### src/rtl/gor_16.sv
// gor_16 -- WIDTH-bit bitwise OR unit with combinational and registered outputs.
//
// Purpose:
//   o_y is the combinational a | b.
//   o_y_q holds the result of the most recent cycle in which i_in_valid was high.
//   o_out_valid pulses for one cycle after each captured operation.
//
// Ports:
//   i_clk        system clock; all registers update on its rising edge
//   i_rst        synchronous reset, active-high; overrides i_in_valid
//   i_a, i_b     WIDTH-bit operands (unsigned bit vectors)
//   i_in_valid   qualifies i_a/i_b for capture into the registered path
//   o_y          combinational result, i_a | i_b
//   o_y_q        registered result; holds its value when i_in_valid is low
//   o_out_valid  high for one cycle after each captured operation
//   o_zero_q     (GOR16_FLAGS_EN only) captured result was all zeros
//   o_ones_q     (GOR16_FLAGS_EN only) captured result was all ones
//
// Build option:
//   GOR16_FLAGS_EN  adds the o_zero_q / o_ones_q flag outputs and their registers.

module gor_16 #(
   parameter int WIDTH = 16
) (
   input  logic             i_clk,
   input  logic             i_rst,
   input  logic [WIDTH-1:0] i_a,
   input  logic [WIDTH-1:0] i_b,
   input  logic             i_in_valid,
   output logic [WIDTH-1:0] o_y,
   output logic [WIDTH-1:0] o_y_q,
   output logic             o_out_valid
`ifdef GOR16_FLAGS_EN
   ,
   output logic             o_zero_q,
   output logic             o_ones_q
`endif
);

   logic [WIDTH-1:0] w_or;
   logic [WIDTH-1:0] r_y_q;
   logic             r_out_valid;

   // Plain OR keeps the standard X rules on the combinational path (1|X=1, 0|X=X).
   assign w_or = i_a | i_b;
   assign o_y  = w_or;

   always_ff @(posedge i_clk) begin
      if (i_rst) begin
         r_y_q       <= '0;
         r_out_valid <= 1'b0;
      end else begin
         r_out_valid <= i_in_valid;
         if (i_in_valid) begin
            r_y_q <= w_or;
         end
      end
   end

   assign o_y_q       = r_y_q;
   assign o_out_valid = r_out_valid;

`ifdef GOR16_FLAGS_EN
   logic r_zero_q;
   logic r_ones_q;

   // Flags reset to 0 even though the reset result is zero: they describe the
   // last captured operation, and after reset there is none.
   always_ff @(posedge i_clk) begin
      if (i_rst) begin
         r_zero_q <= 1'b0;
         r_ones_q <= 1'b0;
      end else if (i_in_valid) begin
         r_zero_q <= (w_or == '0);
         r_ones_q <= &w_or;
      end
   end

   assign o_zero_q = r_zero_q;
   assign o_ones_q = r_ones_q;
`endif

endmodule

### config.mk
export PLATFORM = sky130hd
export DESIGN_NAME = gor_16
export DESIGN_NICKNAME = d
export VERILOG_FILES = /design/src/rtl/gor_16.sv
export SDC_FILE = /design/constraint.sdc
export NUM_CORES = 1
export LEC_CHECK = 0
export ABC_CLOCK_PERIOD_IN_PS = 1000
export CAP_MARGIN = 30
export CORE_UTILIZATION = 32
export CTS_BUF_LIST = sky130_fd_sc_hd__clkbuf_8
export CTS_CLUSTER_DIAMETER = 30
export DETAILED_ROUTE_END_ITERATION = 8
export GPL_ROUTABILITY_DRIVEN = 1
export PLACE_DENSITY = 0.81
export SLEW_MARGIN = 5
export SYNTH_ARGS = -nofsm -noshare
export SYNTH_HDL_FRONTEND = slang
export SYNTH_SLANG_ARGS = --single-unit
export TNS_END_PERCENT = 5
### constraint.sdc
create_clock -name i_clk -period 1 [get_ports i_clk]
set_input_delay 0.2 -clock i_clk [delete_from_list [all_inputs] [get_ports i_clk]]
set_output_delay 0.2 -clock i_clk [all_outputs]
set_load 0.01 [all_outputs]
Word-level counts from Yosys, hierarchy flattened --
Cells that the tools add are included. W data, S select, Z words.
Operators by class: bitwise logic cells 1
Operators by type and width (count):
- $or A16 B16 Y16 | 1
Word-level totals: register bits after elaboration 17, input bits 35, output and inout bits 33

Longest topological paths before layout --
depth in word-level cells 1, gate-level depth with buffers 4, depth with buffers taken out 2

Worst setup path before layout --
No wires, ideal clock.
path type input -> register, start point input port i_in_valid, end point register r_y_q[12], in the netlist o_y_q[12], library setup time 124 ps, stages on the path 4, data arrival time 637 ps, setup slack 239 ps, path buffers 2, path through buf_4 buf_8 nor2_1 a211oi_2
RTL lines:
- from (decl) | RTL line 29 | input logic i_in_valid,
- to (signal assigned) | RTL line 55 | r_y_q <= w_or;
- to (decl) | RTL line 41 | logic [WIDTH-1:0] r_y_q;

Worst setup path in the final report --
start point input port i_a[9], end point output port o_y[9]
On the way: word-level cells in the longest chain between the ends 1
RTL lines:
- from (decl) | RTL line 27 | input logic [WIDTH-1:0] i_a,
- $or A16 B16 Y16 | RTL line 45 | assign w_or = i_a | i_b;
- to (decl) | RTL line 30 | output logic [WIDTH-1:0] o_y,
No other way between the ends.

==> key figures <==
STA
  • Fmax: 1.027 GHz
  • Minimum clock period: a little under 1 ns
  • Setup tns final: 0 ns
  • Least-Margin Pin Slew: about 0.21 ns
  • Final hold violations: 0
  • Final Setup Violations: 0
  • Final Slew Violations: 0
  • Clk_skew: 0 ns
  • Relative slew slack: 0.8581
  • Final period util: 0.9739

Synthesis
  • Share of the synthesized area in the top cell type: 0.4257
  • Post-synth cell types: 11
  • Adder-cell share of the synthesized area: 0
  • Cells after Synth: around 90
  • Main combinational cell family by area after synthesis: compound AO/OA/AOI/OAI gates
  • Complex-gate fraction of the synthesized area: 0.2316
  • Syn_nets: around 120
  • Post-synthesis mux area share: 0
  • Synth area leaders: dfxtp_1 43%, a211oi_2 20%, nor2_1 10%
  • Post-Synth XOR/XNOR Area: 0
  • Mapped cell area: between 700 and 800 µm²
  • Synth Area per Inst: approximately 9 µm²
  • Sequential share of the synthesized area: 0.4257
  • Synthesized flop and latch total: 17
  • Ys Warns: 0
  • Post-Synth Simple-Gate Area: 0.1894
  • Leading area contributor after synthesis: dfxtp_1

Placed design
  • I/O Buffers: 67
  • Cell Area, Placed: between 1500 and 2000 µm²
  • DPL Wire Length: between 1.5 and 2 mm
  • Gpl congestion: 0.7344

Clock tree
  • Clock sinks: 17
  • Post-CTS Hold Fix Bufs: 0
  • CTS clk-pin slew, worst paths: 0.07 ns
  • Max H-tree Level: 1
  • Clk Latency, worst-skew pair: around 0.25 ns
  • Clk root buf: clkbuf_8
  • CTS Buf Count: 3
  • CTS tree: done
  • Clock Path Buffers: 2

Cells and area
  • Filler cells: 200
  • Nets: between 200 and 250
  • P&R area growth vs syn: 104.9%
  • Register area: between 300 and 400 µm²
  • Layout cells sized above 1: 0.6117
  • Most frequent cells in the layout: 32 x dlygate4sd2_1, 32 x buf_4, 31 x buf_2, 21 x nor2_2, 16 x inv_1
  • Multi-input logic area: about 360 µm²
  • Inserted Diodes: 0
  • Design Area, Final: roughly 1600 µm²

Run
  • Max-Cap Viols: 0

Worst hold path
  • HP Class: in -> reg
  • Hold_sp: i_b[12]
  • Hold Path Cell Cnt: 4
  • Hold worst-path end: o_y_q[12]

Setup path
  • Reg2reg setup slack: between 0.2 and 0.3 ns
  • Worst Path Class, Setup: in -> out
  • WP data required: 0.80 ns
  • Worst reg2reg endpoint: o_y_q[9]
  • Worst EP arrival: roughly 0.77 ns
  • RR Startpoint: o_y_q[9]
  • Worst reg-to-reg path cell count: 3
  • Nature of the critical path startpoint: input port
  • CP endpoint kind: primary output
  • Worst Path Max Fanout: 2

Floorplan
  • Die footprint: around 2700 µm²
  • Chip Width: 51.99 µm
  • Initial Util: 0.3513
  • CORE AREA: 2276 µm²
  • IO Pins: 68
  • FP Rows: 17
  • Die height: between 50 and 60 µm

GRT
  • First-pass GRT wire length: approximately 3.6 mm
  • Largest net degree at the start of global routing: 18
  • Gr usage total: 0.1814
  • Initial antenna violation count: 0
  • Gr ovfl total: 0
  • Vias in the first global route: between 900 and 1000

Drt
  • Final wirelength: 2.374 mm
  • Post-route ant nets: 0
  • DR vias/cell: between 4 and 5
  • Vias: between 900 and 1000
  • First DRT Iteration DRCs: 2
  • First-pass DRT Iterations: 4
  • Average wire per standard cell: approximately 11 µm
  • DRC: 0

Power
  • Total power per unit cell area: 1098 nW/µm²
  • Worst vdd ir: around 0.98 mV
  • LEAKAGE: a little over 0.0008 µW

Status
  • Status: finished, final reports clean
## Yosys cell counts
master,instances
a211oi_1,3
nor2_1,22
nor2b_1,1
buf_12,1
buf_2,1
buf_4,3
nor2_2,10
inv_1,16
buf_8,1
a211oi_2,13
dfxtp_1,17
## final cells by class
cell class                 count  share of cell area
sequential                    17              0.2147
clock inverter                 1            0.003056
multi-input combinational     49              0.2223
tap                           28             0.02139
timing repair buffer         102              0.4767
clock buffer                   3             0.02521
inverter                      16             0.03667
## power breakdown
part | internal [µW] | switching (µW) | leakage (µW)
clock | 276 | 229 | 0.0000255
sequential | 735 | 27.6 | 0.000144
combinational | 301 | 230 | 0.000652
## layer usage
layer	GRT usage	share of wire	wire [µm]
met5	0	0	0
met4	0.05405	0.0051	12
met3	0.04094	0.087	206
met2	0.3697	0.54	1286
met1	0.1741	0.37	869
## worst max-delay path, stage by stage
cell,delay (ns)
dlygate4sd2_1,0.24
nor2_2,0.14
inv_1,0.07
buf_6,0.12
## per-stage QoR
stage	power [µW]	std cells	setup slack, ns	hold WS [ns]	util
floorplan	981.8	88	0.2388	0.4295	-
global placement	1369	204	-0.4834	0.4739	0.7394
detailed placement	1391	204	-0.5075	0.4798	0.7394
CTS	1832	216	-0.1126	0.4892	0.7284
global route	1892	216	-0.006804	0.4763	0.7196
finish	1798	216	0.02615	0.4528	0.7196
## how the worst max path moves through the flow
stage	start	endpoint	slack, ns
3_5_place_dp	i_b[6]	o_y[6]	-0.51
3_3_place_gp	i_a[0]	o_y[0]	-0.48
5_1_grt	i_a[9]	o_y[9]	-0.007
6_report	i_a[9]	o_y[9]	0.03
4_1_cts	i_b[12]	o_y[12]	-0.11
2_1_floorplan	i_in_valid	o_y_q[12]	0.24
## sequential cells by signal (all words and copies together) (netlist names)
| signal | flops |
|---|---|
| o_out_valid | 1 |
| o_y_q | 16 |
## cell families after synthesis
logic type             Yosys count
AO/OA/AOI/OAI                   16
flip-flops                      17
buffers and inverters           22
AND/OR/NAND/NOR                 33
## repair_timing
item / 4_1_cts / 5_1_grt
setup buffers: 8 / 0
gates resized for setup: 181 / 6
setup endpoints to repair: 49 / 5
endpoints found under the hold margin: 0 / 0
pin swaps: 16 / 1
(Power assumes the default switching activity.)
